--- src/rtl/vc_domain_queue_pkg.sv ---
// rtl/vc_domain_queue_pkg.sv - domain encodings and width helper for the domain-tagged queue
package vc_domain_queue_pkg;

  // Security-domain tag encodings carried alongside each payload
  localparam logic DOMAIN_L = 1'b0;
  localparam logic DOMAIN_H = 1'b1;

  // Ceiling log2, used for pointer and occupancy-count widths
  function automatic int clog2(input int value);
    int w;
    w = 0;
    while ((1 << w) < value) w++;
    return w;
  endfunction

endpackage

--- src/rtl/vc_domain_queue_ctrl.sv ---
// rtl/vc_domain_queue_ctrl.sv - pointers, occupancy, per-slot valid bits, scrub and bubble retire
module vc_domain_queue_ctrl
  import vc_domain_queue_pkg::*;
#(
  parameter int p_num_entries = 4,
  localparam int c_ptr_w = clog2(p_num_entries),
  localparam int c_cnt_w = c_ptr_w + 1
) (
  input  logic                     clk,
  input  logic                     reset,
  input  logic                     enq_val,
  output logic                     enq_rdy,
  output logic                     enq_fire,
  output logic                     deq_val,
  input  logic                     deq_rdy,
  input  logic                     scrub,
  input  logic                     scrub_domain,
  input  logic [p_num_entries-1:0] slot_domain,
  output logic [c_ptr_w-1:0]       enq_ptr,
  output logic [c_ptr_w-1:0]       deq_ptr,
  output logic [c_cnt_w-1:0]       num_free
);

  localparam logic [c_cnt_w-1:0] c_full = c_cnt_w'(p_num_entries);

  logic [c_cnt_w-1:0]       count;
  logic [p_num_entries-1:0] valid;
  logic [p_num_entries-1:0] valid_next;
  logic                     not_empty;
  logic                     not_full;
  logic                     head_valid;
  logic                     deq_fire;
  logic                     bubble;
  logic                     retire;

  // Handshake and retire decisions come from registered state only
  assign not_empty  = (count != '0);
  assign not_full   = (count != c_full);
  assign head_valid = valid[deq_ptr];
  assign enq_rdy    = not_full & ~reset;
  assign deq_val    = not_empty & head_valid;
  assign enq_fire   = enq_val & enq_rdy;
  assign deq_fire   = deq_val & deq_rdy;
  assign bubble     = not_empty & ~head_valid;
  assign retire     = deq_fire | bubble;
  assign num_free   = c_full - count;

  // Next valid bits: retire clears the head, scrub clears matching stored slots,
  // and a same-cycle enqueue sets its slot last so it is never scrubbed
  always_comb begin
    valid_next = valid;
    for (int i = 0; i < p_num_entries; i++) begin
      if (retire && (deq_ptr == c_ptr_w'(i))) valid_next[i] = 1'b0;
      if (scrub && (slot_domain[i] == scrub_domain)) valid_next[i] = 1'b0;
      if (enq_fire && (enq_ptr == c_ptr_w'(i))) valid_next[i] = 1'b1;
    end
  end

  // Pointer and occupancy update; pointers wrap naturally at the power-of-two depth
  always_ff @(posedge clk or posedge reset) begin
    if (reset) begin
      enq_ptr <= '0;
      deq_ptr <= '0;
      count   <= '0;
    end else begin
      if (enq_fire) enq_ptr <= enq_ptr + c_ptr_w'(1);
      if (retire)   deq_ptr <= deq_ptr + c_ptr_w'(1);
      count <= count + c_cnt_w'(enq_fire) - c_cnt_w'(retire);
    end
  end

  // Per-slot valid register
  always_ff @(posedge clk or posedge reset) begin
    if (reset) valid <= '0;
    else       valid <= valid_next;
  end

endmodule

--- src/rtl/vc_domain_queue.sv ---
// rtl/vc_domain_queue.sv - val/rdy queue with per-entry security-domain tag and single-cycle domain scrub
module vc_domain_queue
  import vc_domain_queue_pkg::*;
#(
  parameter int p_nbits       = 32,
  parameter int p_num_entries = 4,
  localparam int c_ptr_w = clog2(p_num_entries),
  localparam int c_cnt_w = c_ptr_w + 1
) (
  input  logic               clk,
  input  logic               reset,
  input  logic               enq_val,
  output logic               enq_rdy,
  input  logic [p_nbits-1:0] enq_msg,
  input  logic               enq_domain,
  output logic               deq_val,
  input  logic               deq_rdy,
  output logic [p_nbits-1:0] deq_msg,
  output logic               deq_domain,
  input  logic               scrub,
  input  logic               scrub_domain,
  output logic [c_cnt_w-1:0] num_free
);

  logic [p_nbits-1:0]       slot_msg [p_num_entries];
  logic [p_num_entries-1:0] slot_dom;
  logic [c_ptr_w-1:0]       enq_ptr;
  logic [c_ptr_w-1:0]       deq_ptr;
  logic                     enq_fire;

  vc_domain_queue_ctrl #(
    .p_num_entries (p_num_entries)
  ) ctrl (
    .clk          (clk),
    .reset        (reset),
    .enq_val      (enq_val),
    .enq_rdy      (enq_rdy),
    .enq_fire     (enq_fire),
    .deq_val      (deq_val),
    .deq_rdy      (deq_rdy),
    .scrub        (scrub),
    .scrub_domain (scrub_domain),
    .slot_domain  (slot_dom),
    .enq_ptr      (enq_ptr),
    .deq_ptr      (deq_ptr),
    .num_free     (num_free)
  );

  // Payload and domain storage, written only on an accepted enqueue
  always_ff @(posedge clk or posedge reset) begin
    if (reset) begin
      for (int i = 0; i < p_num_entries; i++) begin
        slot_msg[i] <= '0;
        slot_dom[i] <= DOMAIN_L;
      end
    end else if (enq_fire) begin
      slot_msg[enq_ptr] <= enq_msg;
      slot_dom[enq_ptr] <= enq_domain;
    end
  end

  // Head read mux, driven regardless of deq_val
  assign deq_msg    = slot_msg[deq_ptr];
  assign deq_domain = slot_dom[deq_ptr];

endmodule
--- config.mk ---
export PLATFORM = sky130hd
export DESIGN_NAME = vc_domain_queue
export DESIGN_NICKNAME = d
export VERILOG_FILES = /design/src/rtl/vc_domain_queue_pkg.sv /design/src/rtl/vc_domain_queue_ctrl.sv /design/src/rtl/vc_domain_queue.sv
export SDC_FILE = /design/constraint.sdc
export NUM_CORES = 1
export LEC_CHECK = 0
export BUFFER_PORTS_ARGS = -buffer_cell sky130_fd_sc_hd__buf_2
export CAP_MARGIN = 20
export CELL_PAD_IN_SITES_DETAIL_PLACEMENT = 0
export CELL_PAD_IN_SITES_GLOBAL_PLACEMENT = 1
export CORE_MARGIN = 5
export CORE_UTILIZATION = 45
export DETAILED_ROUTE_END_ITERATION = 16
export GPL_TIMING_DRIVEN = 0
export PLACE_DENSITY = 0.79
export SLEW_MARGIN = 20
export SYNTH_ARGS = -nofsm -noshare
export SYNTH_HDL_FRONTEND = slang
export SYNTH_SLANG_ARGS = --single-unit
--- constraint.sdc ---
create_clock -name clk -period 4.02 [get_ports clk]
set_input_delay 0.402 -clock clk [delete_from_list [all_inputs] [get_ports clk]]
set_output_delay 0.402 -clock clk [all_outputs]
set_load 0.01 [all_outputs]
* Word level (Yosys, flattened, before mapping) *
Index checks and enable logic that the tools add are counted.

word-level totals
  flip-flop bits (word level) = 143
  output and inout bits = 38
  word-level logic and storage cells = 90
  bits of input ports = 39

operators by class
  mux-type cells = 25
  bitwise gates (word level) = 10
  order comparisons = 6
  reduce and logical (&&, ||, !) cells = 21
  equal/unequal tests = 11
  add/subtract/negate cells = 5

operators by type and width
  kind                                                                          number
  128-bit bitwise mux                                                           1
  32-bit two-way mux                                                            3
  32-bit binary-select mux with 2-bit select                                    1
  32-bit demux with 2-bit select                                                1
  1-bit two-way mux                                                             15
  3-bit nonzero test                                                            5
  1-bit logical AND                                                             14
  2-bit == test, second input constant                                          4
  3-bit greater-or-equal comparator, second input constant                      2
  2-bit by 3-bit less-than comparator with 1-bit output, second input constant  2
  2-bit NOT with 3-bit output                                                   2
  1-bit AND                                                                     5
  2-bit by 1-bit adder with 2-bit output, second input constant                 2
  1-bit binary-select mux with 2-bit select                                     2
  4-bit bitwise mux                                                             1
  1-bit == test                                                                 4
  2-bit by 1-bit == test with 1-bit output, second input constant               2
  2-bit zero test                                                               2
  3-bit by 1-bit adder with 3-bit output                                        1
  3-bit by 1-bit less-than comparator with 1-bit output, second input constant  1
  3-bit != test, second input constant                                          1
  3-bit by 1-bit subtractor with 3-bit output                                   1
  3-bit subtractor, first input constant                                        1
  1-bit demux with 2-bit select                                                 1
  other kinds (3)                                                               4

* Depth between registers and ports, before layout *
  depth in word-level cells = 9
  gate-level depth with buffers = 11
  gate-level depth less buffers = 10

* Cells and area by module *
A second synthesis with hierarchy kept.

unflattened totals
  cell total of the unflattened synthesis = 405
  area total of the unflattened synthesis = 6575.1 um^2

by module, submodules not included
  module                instances  area an instance (um^2)  seq. area each (um^2)  cells each
  vc_domain_queue       1          5746.8                   3303.2                 322
  vc_domain_queue_ctrl  1          828.3                    275.3                  83

* Least setup slack after synthesis *
No wires, ideal clock.

  path kind = flip-flop to flip-flop
  start = register ctrl.count[1]
  end = register ctrl.count[2]
  stages on the path, launching flop included = 12
  arrival = 2290 ps
  buffers on the path = 1
  library setup time = 123 ps
  required time = 3897 ps
  clock period less this slack = 2412 ps
  setup slack = 1608 ps
  path through = dfrtp_1 inv_1 ha_1 ha_1 nor3b_4 buf_6 inv_1 ha_1 inv_1 ha_1 fa_1 xnor2_1

on the way
  cells in the longest elaborated chain, start to end = 5
  elaborated cells between the ends (all ways) = 10
  those cells by class = 2 x add/sub; 1 x eq/ne; 6 x bitwise; 1 x reduce/logical

ends and longest elaborated chain
  element                                                                            line                                                    RTL
  start: declaration                                                                 vc_domain_queue_ctrl.sv:26                              logic [c_cnt_w-1:0] count;
  start signal: assignment                                                           vc_domain_queue_ctrl.sv:68                              count <= count + c_cnt_w'(enq_fire) - c_cnt_w'(retire);
  3-bit != test / 3-bit nonzero test (equally long branches)                         vc_domain_queue_ctrl.sv:38, vc_domain_queue_ctrl.sv:37
  1-bit AND, on equally long branches                                                vc_domain_queue_ctrl.sv:40, vc_domain_queue_ctrl.sv:41
  1-bit AND, on equally long branches                                                vc_domain_queue_ctrl.sv:42, vc_domain_queue_ctrl.sv:43
  3-bit by 1-bit adder with 3-bit output / 1-bit bitwise OR (equally long branches)  vc_domain_queue_ctrl.sv:68, vc_domain_queue_ctrl.sv:45
  3-bit by 1-bit subtractor with 3-bit output (*)                                    vc_domain_queue_ctrl.sv:68

Every way passes the cells marked *; elsewhere a longest branch is shown, timed or not.
A chain may end at the register's enable or synchronous reset.

* Worst setup path in the final report *
  start = register ctrl.deq_ptr[0]
  end = output deq_msg[12]

on the way
  cells in the longest elaborated chain, start to end = 4

ends and longest elaborated chain
  element                                                line                        RTL
  start: declaration                                     vc_domain_queue_ctrl.sv:20  output logic [c_ptr_w-1:0] deq_ptr,
  start signal: assignment                               vc_domain_queue_ctrl.sv:67  if (retire) deq_ptr <= deq_ptr + c_ptr_w'(1);
  2-bit NOT with 3-bit output (not written as such)      vc_domain_queue.sv:63       assign deq_msg = slot_msg[deq_ptr];
  32-bit binary-select mux with 2-bit select             vc_domain_queue.sv:63
  32-bit two-way mux (not written as such) (2 in a row)  vc_domain_queue.sv:63
  end: declaration                                       vc_domain_queue.sv:18       output logic [p_nbits-1:0] deq_msg,

Every way passes these cells. The select of a mux whose other input is x is not followed.

==> impl_metrics.env <==
export IMPL_status="finished, final reports clean"
export IMPL_critPathKind="reg2out"
export IMPL_routabilityCongestion=0.760
export IMPL_post_layout_nonfiller_instances=699
export IMPL_syn_avg_cell_area_um2=17.1
export IMPL_cts_resized=0
export IMPL_grt_pass1_vias=4184
export IMPL_grt_usage_pct=16.7
export IMPL_die_h_um=133
export IMPL_wl_per_cell_um=19.9
export IMPL_ys_seq_area_share_pct=52.4
export IMPL_hold_viol=0
export IMPL_holdBufCountCts=0
export IMPL_timing_critical_path_buf_inv=3
export IMPL_post_route_drc_count=0
export IMPL_syn_nets=453
export IMPL_rrSetupSlack_ns=1.46
export IMPL_htreeDepth=4
export IMPL_cap_violations=0
export IMPL_cp_max_fo=10
export IMPL_final_area_um2=8100
export IMPL_p_int_uw=4900
export IMPL_layout_commonest_cell="dfrtp_1"
export IMPL_setup_tns_final_ns=0
export IMPL_p_seq_share_pct=36.1
export IMPL_cts_buffer_depth=2
export IMPL_synthDistinctLibCells=29
export IMPL_synthesis_area_um2=6840
export IMPL_std_cell_rows=45
export IMPL_relSlewSlack_pct=52.6
export IMPL_preCtsSetupSlack_ns=1.45
export IMPL_grt_pass1_wl_um=22800
export IMPL_die_w_um=133
export IMPL_worst_pin_slew_ns=0.711
export IMPL_drtIter0Drc=147
export IMPL_synth_warnings=0
export IMPL_grt_overflow=0
export IMPL_reg2reg_from="ctrl.count[1]"
export IMPL_crit_family="buffers and inverters"
export IMPL_grt_max_degree=35
export IMPL_slowest_stage="mux4_2"
export IMPL_layout_common_cells="dfrtp_1, buf_2, mux2_2"
export IMPL_critPathRequiredTime_ns=3.62
export IMPL_synth_seq_cells=143
export IMPL_ios=77
export IMPL_p_leak_uw=0.00388
export IMPL_clock_latency_ns=0.42
export IMPL_area_growth_pct=18.5
export IMPL_detail_route_antenna_nets=0
export IMPL_worst_slack_ns=1.39
export IMPL_antennaDiodeCount=0
export IMPL_drive_gt1_share_pct=58.9
export IMPL_initial_core_util_pct=45.5
export IMPL_synthCells=400
export IMPL_drt_pass1_iter_count=4
export IMPL_rsz0062_at_grt="no"
export IMPL_vdd_drop_max_mv=0.469
export IMPL_cp_slowest_stage_delay_ns=0.56
export IMPL_post_route_util_pct=53.9
export IMPL_fin_crit_sh_pct=65.5
export IMPL_placed_area_um2=7530
export IMPL_routed_via_density=5.34
export IMPL_skew_ns=0.00864
export IMPL_finalSetupViolations=0
export IMPL_period_minus_slack_ns=2.63
export IMPL_cp_cell_sequence="buf_2 -> buf_2 -> mux4_2 -> buf_2"
export IMPL_worstReg2RegEnd="ctrl.count[2]"
export IMPL_vias=3730
export IMPL_hold_path_class="in2async"
export IMPL_port_buffers=76
export IMPL_clock_power_share_pct=21.4
export IMPL_antenna_found_initial=1
export IMPL_root_buffer="clkbuf_16"
export IMPL_cts_buffers_inserted=17
export IMPL_wl_um=13900
export IMPL_switching_share_pct=30.9
export IMPL_cts_setup_buffers=0
export IMPL_slew_violations=0
export IMPL_core_um2=15000
export IMPL_critPathArrivalTime_ns=2.23
export IMPL_nets=552
export IMPL_p_sw_uw=2190
export IMPL_r2r_cells=11
export IMPL_dieArea_um2=17800
export IMPL_path_common_cell="buf_2"
export IMPL_crit_path_end_kind="primary output"
export IMPL_place_inst=668
export IMPL_p_per_area_nw_per_um2=876
export IMPL_clk_pin_slew_worst_paths_ns=0.06
export IMPL_startpoint_type="flop"
export IMPL_clock_sinks=143
export IMPL_dp_hpwl_um=9670
export IMPL_fmaxAchievable_ghz=0.380
export IMPL_p_comb_share_pct=42.5
export IMPL_cts_tree="yes"
cells by family after synthesis:
logic type / after synthesis / synth area share (%)
compound gates: 17 / 2.01
mux: 168 / 36.5
flops: 143 / 52.4
simple gates: 12 / 1.48
buf+inv: 39 / 4.12
xor+xnor: 7 / 0.897
fa+ha+maj: 14 / 2.67
cells in the mapped netlist:
library cell  number  area share, %
nand2_1            1          0.055
buf_6              2           0.33
buf_4              3           0.33
nand2_8            2           0.59
buf_12             6            1.8
mux4_1             1           0.38
nor3b_4            1           0.27
mux2_2            75             12
nor2b_1            1          0.092
buf_2              9           0.66
fa_1               1           0.29
a22o_1             1           0.13
mux2_4            60             13
a221oi_1           4           0.51
inv_1             17           0.93
o21ai_0            5           0.37
ha_1              13            2.4
xnor2_1            2           0.26
nor2_1             4           0.22
nor3_1             1          0.073
xor2_1             5           0.64
nand2_2            2           0.18
dfrtp_1          143             52
clkbuf_1           2           0.11
a21o_1             1           0.11
a21oi_1            1          0.073
a22oi_1            4           0.44
mux4_2            32             11
a221oi_4           1           0.38
worst reg2reg max path: stages, from the launching register on:
cell     delay, ns
dfrtp_1       0.37
inv_1         0.09
ha_1          0.21
ha_1          0.22
nor3b_4       0.29
buf_6         0.22
inv_1         0.06
ha_1          0.26
inv_1         0.04
ha_1          0.18
fa_1          0.38
xnor2_1       0.13
how the worst max path moves through the flow:
stage | startpoint | end | slack, ns | depth (start not counted)
after CTS | ctrl.deq_ptr[0] | deq_msg[12] | 1.33 | 4
final | ctrl.deq_ptr[0] | deq_msg[12] | 1.39 | 4
after global routing | ctrl.deq_ptr[0] | deq_msg[12] | 1.23 | 4
after global placement | reset | slot_msg[116] | 0.96 | 2
after floorplan | ctrl.count[1] | ctrl.count[2] | 1.61 | 11
after detailed placement | ctrl.count[1] | ctrl.count[2] | 1.45 | 11
power groups by stage:
stage / sequential [uW] / clock, uW / combinational [uW]
final: 2560 / 1520 / 3020
after global routing: 2640 / 1640 / 3270
after detailed placement: 2560 / 0 / 3080
after CTS: 2560 / 1550 / 3090
after floorplan: 2430 / 0 / 2300
after global placement: 2500 / 0 / 2980
metrics by stage:
step                      total power [uW]  hold WS (ns)
after floorplan                       4730         0.470
after global placement                5490         0.481
after detailed placement              5640         0.488
after CTS                             7190        0.0339
after global routing                  7550        0.0578
final                                 7090        0.0329
routing by layer:
metal	track usage, %	up-vias	share of wire, %
li1	-	1670	-
met1	21.5	1966	43
met2	26.9	68	50
met3	5.66	24	5.7
met4	5.14	2	1.3
met5	0	-	0.050
state kept, by name, summed over array words and instances (netlist names):
signal and cells:
slot_msg 128, ctrl.valid 4, slot_dom 4, ctrl.count 3, ctrl.enq_ptr 2, ctrl.deq_ptr 2
layout make-up:
cell class	count	area [um^2]
tap	188	235
clock buffer	24	482
multi-input combinational	218	2980
fill	1222	6930
timing repair buffer	80	460
clock inverter	7	85.1
buffer	22	218
sequential	143	3580
inverter	17	67.6
(Power assumes the default switching activity.)
